===== src/rtl/wb_master_adapter.sv =====
// Wishbone classic single-transfer master bridging the core load/store port onto the NoC bus.
// Optional watchdog on the slave response enabled with `define WBM_TIMEOUT_EN.
//
// state    | meaning
// ---------+-----------------------------------------------------------
// S_IDLE   | no transfer outstanding, accepting cpu_req_i
// S_WAIT   | cyc/stb asserted, bus fields frozen, waiting for ack/err
module wb_master_adapter #(
    parameter int ADDR_W         = 32,
    parameter int DATA_W         = 32,
    parameter int TIMEOUT_CYCLES = 255
) (
    input  logic                clk_i,
    input  logic                rst_i,
    input  logic                cpu_req_i,
    input  logic                cpu_we_i,
    input  logic [ADDR_W-1:0]   cpu_addr_i,
    input  logic [DATA_W-1:0]   cpu_wdata_i,
    input  logic [DATA_W/8-1:0] cpu_be_i,
    output logic                cpu_busy_o,
    output logic                cpu_done_o,
    output logic                cpu_err_o,
    output logic [DATA_W-1:0]   cpu_rdata_o,
    output logic [ADDR_W-1:0]   wb_adr_o,
    output logic [DATA_W-1:0]   wb_dat_o,
    output logic [DATA_W/8-1:0] wb_sel_o,
    output logic                wb_we_o,
    output logic                wb_cyc_o,
    output logic                wb_stb_o,
    input  logic [DATA_W-1:0]   wb_dat_i,
    input  logic                wb_ack_i,
    input  logic                wb_err_i
);

    localparam logic [0:0] S_IDLE = 1'b0;
    localparam logic [0:0] S_WAIT = 1'b1;

    logic [0:0]          r_state;
    logic                r_busy;
    logic                r_done;
    logic                r_err;
    logic [DATA_W-1:0]   r_rdata;
    logic [ADDR_W-1:0]   r_adr;
    logic [DATA_W-1:0]   r_dat;
    logic [DATA_W/8-1:0] r_sel;
    logic                r_we;
    logic                r_cyc;
    logic                r_stb;

    logic                w_resp;
    logic                w_tmo_hit;
    logic [1:0]          w_unused_addr_lo;

    // Byte offset is dropped: the bus is word addressed, lanes come from sel.
    assign w_unused_addr_lo = cpu_addr_i[1:0];
    assign w_resp           = wb_ack_i | wb_err_i;

`ifdef WBM_TIMEOUT_EN
    localparam int CNT_W = $clog2(TIMEOUT_CYCLES + 1);

    logic [CNT_W-1:0] r_tmo_cnt;

    // Hit when this silent cycle is the TIMEOUT_CYCLES-th one spent in S_WAIT.
    assign w_tmo_hit = (r_tmo_cnt == CNT_W'(TIMEOUT_CYCLES - 1));

    always_ff @(posedge clk_i or posedge rst_i) begin
        if (rst_i) begin
            r_tmo_cnt <= '0;
        end else if (r_state == S_IDLE) begin
            r_tmo_cnt <= '0;
        end else if (!w_resp && !w_tmo_hit) begin
            r_tmo_cnt <= r_tmo_cnt + 1'b1;
        end
    end
`else
    assign w_tmo_hit = 1'b0;
`endif

    always_ff @(posedge clk_i or posedge rst_i) begin
        if (rst_i) begin
            r_state <= S_IDLE;
            r_busy  <= 1'b0;
            r_done  <= 1'b0;
            r_err   <= 1'b0;
            r_rdata <= '0;
            r_adr   <= '0;
            r_dat   <= '0;
            r_sel   <= '0;
            r_we    <= 1'b0;
            r_cyc   <= 1'b0;
            r_stb   <= 1'b0;
        end else begin
            case (r_state)
                S_IDLE: begin
                    r_done <= 1'b0;
                    r_err  <= 1'b0;
                    if (cpu_req_i) begin
                        r_adr   <= {cpu_addr_i[ADDR_W-1:2], 2'b00};
                        r_dat   <= cpu_wdata_i;
                        r_sel   <= cpu_be_i;
                        r_we    <= cpu_we_i;
                        r_cyc   <= 1'b1;
                        r_stb   <= 1'b1;
                        r_busy  <= 1'b1;
                        r_state <= S_WAIT;
                    end
                end
                S_WAIT: begin
                    if (w_resp) begin
                        r_cyc   <= 1'b0;
                        r_stb   <= 1'b0;
                        r_we    <= 1'b0;
                        r_busy  <= 1'b0;
                        r_done  <= 1'b1;
                        r_err   <= wb_err_i;
                        // Error beats a simultaneous ack: read data is not taken.
                        if (!wb_err_i && !r_we) begin
                            r_rdata <= wb_dat_i;
                        end
                        r_state <= S_IDLE;
                    end else if (w_tmo_hit) begin
                        r_cyc   <= 1'b0;
                        r_stb   <= 1'b0;
                        r_we    <= 1'b0;
                        r_busy  <= 1'b0;
                        r_done  <= 1'b1;
                        r_err   <= 1'b1;
                        r_state <= S_IDLE;
                    end
                end
                default: begin
                    r_state <= S_IDLE;
                end
            endcase
        end
    end

    assign cpu_busy_o  = r_busy;
    assign cpu_done_o  = r_done;
    assign cpu_err_o   = r_err;
    assign cpu_rdata_o = r_rdata;
    assign wb_adr_o    = r_adr;
    assign wb_dat_o    = r_dat;
    assign wb_sel_o    = r_sel;
    assign wb_we_o     = r_we;
    assign wb_cyc_o    = r_cyc;
    assign wb_stb_o    = r_stb;

endmodule


===== config.mk =====
export PLATFORM = sky130hd
export DESIGN_NAME = wb_master_adapter
export DESIGN_NICKNAME = d
export VERILOG_FILES = /design/src/rtl/wb_master_adapter.sv
export SDC_FILE = /design/constraint.sdc
export NUM_CORES = 1
export LEC_CHECK = 0
export BUFFER_PORTS_ARGS = -buffer_cell sky130_fd_sc_hd__buf_2
export CAP_MARGIN = 20
export CORE_UTILIZATION = 48
export CTS_CLUSTER_DIAMETER = 120
export DETAILED_ROUTE_END_ITERATION = 10
export PLACE_DENSITY = 0.94
export REMOVE_ABC_BUFFERS = 1
export SKIP_LAST_GASP = 1
export SLEW_MARGIN = 20
export SYNTH_ARGS = -nofsm -noshare
export SYNTH_HDL_FRONTEND = slang
export SYNTH_SLANG_ARGS = --single-unit

===== constraint.sdc =====
create_clock -name clk_i -period 7.6 [get_ports clk_i]
set_input_delay 1.52 -clock clk_i [delete_from_list [all_inputs] [get_ports clk_i]]
set_output_delay 1.52 -clock clk_i [all_outputs]
set_load 0.005 [all_outputs]

==> summary.txt, run 1 <==
most common cell after layout, fill and taps aside = buf_2
clock sinks = 103
CTS Buf Count = 9
Cell variety after synth = 20
largest family of logic cells by synthesized area = multiplexers
Final Skew = 9.139 ps
Die ar. = 8807 µm²
critical path class = in2reg
layout cell share with drive strength beyond 1 = 0.7370
wire length per cell = 14.67 µm
Post-Synth Simple-Gate Area = 0.009580
vias in the first global route = 2,653
Finished Cell Area = 5298 µm²
Final Hold Viols = 0
die height = 93.85 µm
H-tree depth = 3
Setup Buffers After CTS = 0
setup ws final = 4647 ps
RePlAce Congestion = 0.7189
DP HPWL = 6062 µm
CTS clk-pin slew, worst paths = 90 ps
synthesized area = 4049 µm²
worst reg2reg startpoint = r_state$_DFF_PP0_
cell row count = 33
# hold bufs at CTS = 0
Synth Area in XOR/XNOR = 0
hold_ws = 509.2 ps
crit path cell chain = buf_2 > nor2b_4 > buf_4 > mux2_2
overall global routing resource usage = 0.1841
clk buf depth = 2
post-route ant nets = 0
DRT iter0 DRCs = 44
Synth Area in Compound Gates = 0.01020
sequential area share after synthesis = 0.6366
Die Wd = 93.85 µm
Synth warnings = 0
final WL = 8009 µm
total power = 1445 µW
Tcrit/Tclk final = 0.3885
CP peak stage delay = 590 ps
startpoint types = input pin
Hold WC Path Type = reg2reg
Lkg Pwr = 0.002664 µW
# setup viols final = 0
Slew @ Worst Pin = 663.4 ps
TritonCTS clock tree = yes
Max-cap violations = 0
CTS resizes = 0
setup TNS = 0 ps
Skew-Pair Late Insertion Delay = 340 ps
Critical Path End Type = flip-flop
Starting Density = 0.4953
Gate Count Post-Synth = 231
DRC = 0
Filler cells = 602
Placed Area = 5085 µm²
R2R cell count = 3
pwr/cell area = 272.8 nW/µm²
slowest CP cell = buf_4
flops & latches, synth = 103
core area = 8175 µm²
first-pass GRT wire length = 12,340 µm
Avg Inst Size Synth = 17.53 µm²
RSZ-0062 raised after global routing = no
dpl ws = 4236 ps
Max FO, Critical Path = 46
FF-to-FF End = wb_dat_o[3]$_DFFE_PP0P_
NumNets Final = 542
Final min period = 2953 ps
run status = complete, no violations
Setup crit start = cpu_req_i
VDD IR max = 0.1545 mV
drt pass-1 iters = 4
largest net degree at the start of global routing = 53
commonest cells after routing, fill and taps aside = buf_2 (207), dfrtp_1 (103), mux2_2 (68)
Area Growth Syn to Fin = 30.84%
Worst setup endpoint = wb_dat_o[3]$_DFFE_PP0P_
Root Driver = clkbuf_8
CP arrival = 3170 ps
diode count = 0
Max Freq = 338.6 MHz
Synth Area in Adders = 0
Avg Vias per Cell = 4.784
I/O pins = 212
Final Max Tran Viols = 0
Vias = 2,612
CP Data Required Time = 7820 ps
initial antenna violation count = 0
post-synthesis mux area share = 0.3028
slew margin rel. = 0.5578
flop-to-flop setup slack = 5440 ps
PortBufs = 207
grt ovf = 0
[sequential cells by signal (all words and copies together), names as in the netlist]
signal       flops
r_state          1
wb_adr_o        30
wb_stb_o         1
wb_sel_o         4
wb_we_o          1
cpu_done_o       1
wb_dat_o        32
cpu_err_o        1
cpu_rdata_o     32
[power breakdown]
part	internal [µW]	switching (µW)	total [µW]
Clock	171	175	346
Sequential	672	66.7	739
Combinational	232	129	361
[worst min-delay path by stage]
stage | from | end | depth (start not counted)
3_5_place_dp | cpu_rdata_o[4]$_DFFE_PP0P_ | cpu_rdata_o[4]$_DFFE_PP0P_ | 1
2_1_floorplan | cpu_done_o$_DFFE_PP0P_ | cpu_done_o$_DFFE_PP0P_ | 1
6_report | wb_adr_o[24]$_DFFE_PP0P_ | wb_adr_o[24]$_DFFE_PP0P_ | 1
3_3_place_gp | cpu_done_o$_DFFE_PP0P_ | cpu_done_o$_DFFE_PP0P_ | 1
5_1_grt | cpu_rdata_o[29]$_DFFE_PP0P_ | cpu_rdata_o[29]$_DFFE_PP0P_ | 1
4_1_cts | wb_adr_o[18]$_DFFE_PP0P_ | wb_adr_o[18]$_DFFE_PP0P_ | 1
[cells by family (layout without fill, tap and decap cells)]
group	after synthesis	in the layout
flops	103	103
mux	99	99
buf+inv	17	226
simple gates	6	6
compound gates	5	5
other cells	1	2
[final cells by class]
cell class	count	area, µm²	share of cell area
Inverter	1	6.256	0.001181
Multi-Input combinational cell	112	1323	0.2496
Timing Repair Buffer	209	1051	0.1984
Sequential cell	103	2577	0.4865
Clock inverter	4	53.80	0.01016
Clock buffer	12	155.1	0.02929
Tap cell	105	131.4	0.02480
[synthesized netlist by cell type (all sizes together)]
cell,number,area share
dfrtp,103,0.64
nand2,1,0.00093
o32ai,1,0.0022
nor2,2,0.0019
inv,1,0.00093
conb,1,0.00093
mux2i,1,0.0025
o21a,1,0.0019
a21o,1,0.0019
buf,16,0.039
and4bb,1,0.0031
mux2,98,0.30
nor2b,2,0.0037
o2bb2ai,1,0.0022
o31a,1,0.0022
[per-stage QoR]
step	util	instances
floorplan	-	216
global placement	0.6220	530
detailed placement	0.6220	530
CTS	0.6475	546
global route	0.6480	546
finish	0.6480	546
[worst max-delay path: cells and delay by family]
family,cells,cell delay [ps]
AND/OR/NAND/NOR,1,520
multiplexers,1,410
buffers and inverters,2,700
[routing by layer]
layer / up-vias / share of wire / wire length (µm) / global-route usage
li1: 1209 / - / - / -
met3: 9 / 0.076 / 608 / 0.04935
met1: 1254 / 0.40 / 3239 / 0.2194
met5: - / 0 / 0 / 0
met2: 140 / 0.51 / 4052 / 0.3157
met4: 0 / 0.013 / 108 / 0.07308
(Power assumes the default switching activity.)
==> run 2, diff against run 1 <==
Settings changed: CORE_UTILIZATION 48 to 41, PLACE_DENSITY 0.94 to 0.87.
Clock period 7.6 ns to 2.56 ns, I/O delays scaled along.
==> summary.txt, run 2 (synthesis results as in run 1) <==
run status = complete, no violations
dpl ws = 726.8 ps
first-pass GRT wire length = 12,630 µm
Critical Path End Type = flip-flop
vias in the first global route = 2,662
register area = 2577 µm²
CTS resizes = 0
initial antenna violation count = 0
Filler cells = 790
Final Skew = 13.77 ps
Die Wd = 101.4 µm
NumNets Final = 545
Vias = 2,632
Skew-Pair Late Insertion Delay = 350 ps
# hold bufs at CTS = 0
DRC = 0
DRT iter0 DRCs = 11
H-tree depth = 3
setup ws final = 887.6 ps
wire length per cell = 14.37 µm
drt pass-1 iters = 4
post-route ant nets = 0
CTS Buf Count = 9
Final Hold Viols = 0
Multi-input gate area = 1319 µm²
final WL = 8236 µm
Root Driver = clkbuf_8
PortBufs = 207
VDD IR max = 0.3913 mV
Die ar. = 10,280 µm²
I/O pins = 212
CP Data Required Time = 2790 ps
Setup Buffers After CTS = 0
diode count = 0
Avg Vias per Cell = 4.593
startpoint types = flip-flop
commonest cells after routing, fill and taps aside = buf_2 (207), dfrtp_1 (103), mux2_2 (68)
Hold WC Path Type = in2async
TritonCTS clock tree = yes
cell row count = 35
die height = 101.4 µm
Area Growth Syn to Fin = 31.61%
setup TNS = 0 ps
CTS clk-pin slew, worst paths = 100 ps
Max-cap violations = 0
slew margin rel. = 0.6004
CP arrival = 1900 ps
Final Max Tran Viols = 0
layout cell share with drive strength beyond 1 = 0.7342
Lkg Pwr = 0.002661 µW
Max Freq = 597.9 MHz
grt ovf = 0
Slew @ Worst Pin = 599.4 ps
clock sinks = 103
largest net degree at the start of global routing = 53
overall global routing resource usage = 0.1609
Final min period = 1672 ps
clk buf depth = 2
RSZ-0062 raised after global routing = no
critical path class = reg2reg
Tcrit/Tclk final = 0.6533
pwr/cell area = 782.6 nW/µm²
Starting Density = 0.4300
# setup viols final = 0
Max FO, Critical Path = 49
RePlAce Congestion = 0.7465
core area = 9415 µm²
DP HPWL = 6344 µm
most common cell after layout, fill and taps aside = buf_2
run 2: cell types whose count changed in the layout (fill, tap and decap cells not counted), sizes merged:
cell / change
clkinv: -1
bufinv: -1
inv: +1
clkinvlp: +1
buf: +3
run 2: through the flow:
stage | cells | total power [µW] | hold slack [ps] | utilization | area [µm²]
finish | 573 | 4170 | 165.5 | 0.5660 | 5329
detailed placement | 557 | 3329 | 483.9 | 0.5483 | 5162
global route | 573 | 4409 | 187.2 | 0.5660 | 5329
CTS | 573 | 4240 | 165.9 | 0.5660 | 5329
floorplan | 216 | 2757 | 482.2 | - | 3895
global placement | 557 | 3268 | 468.5 | 0.5483 | 5162
run 2: final timing paths:
| path | cells past startpoint | slack (ps) | to | from |
|---|---|---|---|---|
| min in group clk_i | 2 | 380 | cpu_rdata_o[3]$_DFFE_PP0P_ | wb_dat_i[3] |
| max in group asynchronous | 3 | 1750 | wb_adr_o[30]$_DFFE_PP0P_ | rst_i |
| worst max register to register | 3 | 890 | wb_adr_o[7]$_DFFE_PP0P_ | r_state$_DFF_PP0_ |
| worst min register to register | 1 | 500 | cpu_done_o$_DFFE_PP0P_ | cpu_done_o$_DFFE_PP0P_ |
| worst max-delay path | 3 | 890 | wb_adr_o[7]$_DFFE_PP0P_ | r_state$_DFF_PP0_ |
| worst min-delay path | 2 | 170 | cpu_rdata_o[19]$_DFFE_PP0P_ | rst_i |
run 2: final cells by class:
| cell class | instances | area share |
|---|---|---|
| clock buffer | 12 | 0.02536 |
| clock inverter | 4 | 0.005870 |
| tap | 129 | 0.03029 |
| sequential | 103 | 0.4837 |
| inverter | 1 | 0.001174 |
| timing repair buffer | 212 | 0.2062 |
| multi-input combinational | 112 | 0.2475 |
run 2: report_power, final:
| group | switching [µW] | internal [µW] |
|---|---|---|
| sequential | 205 | 1990 |
| clock | 531 | 359 |
| combinational | 387 | 694 |
run 2: critical path, cell delays in order (launching register included):
cell	delay, ps
dfrtp_1	480
nor2b_4	140
buf_4	500
mux2_2	410
run 2: metal layers:
layer,part of all wire,GRT usage,vias up
met5,0,0,-
met4,0.014,0.06466,0
met3,0.079,0.04693,12
met2,0.50,0.2836,140
met1,0.40,0.1837,1258
li1,-,-,1222
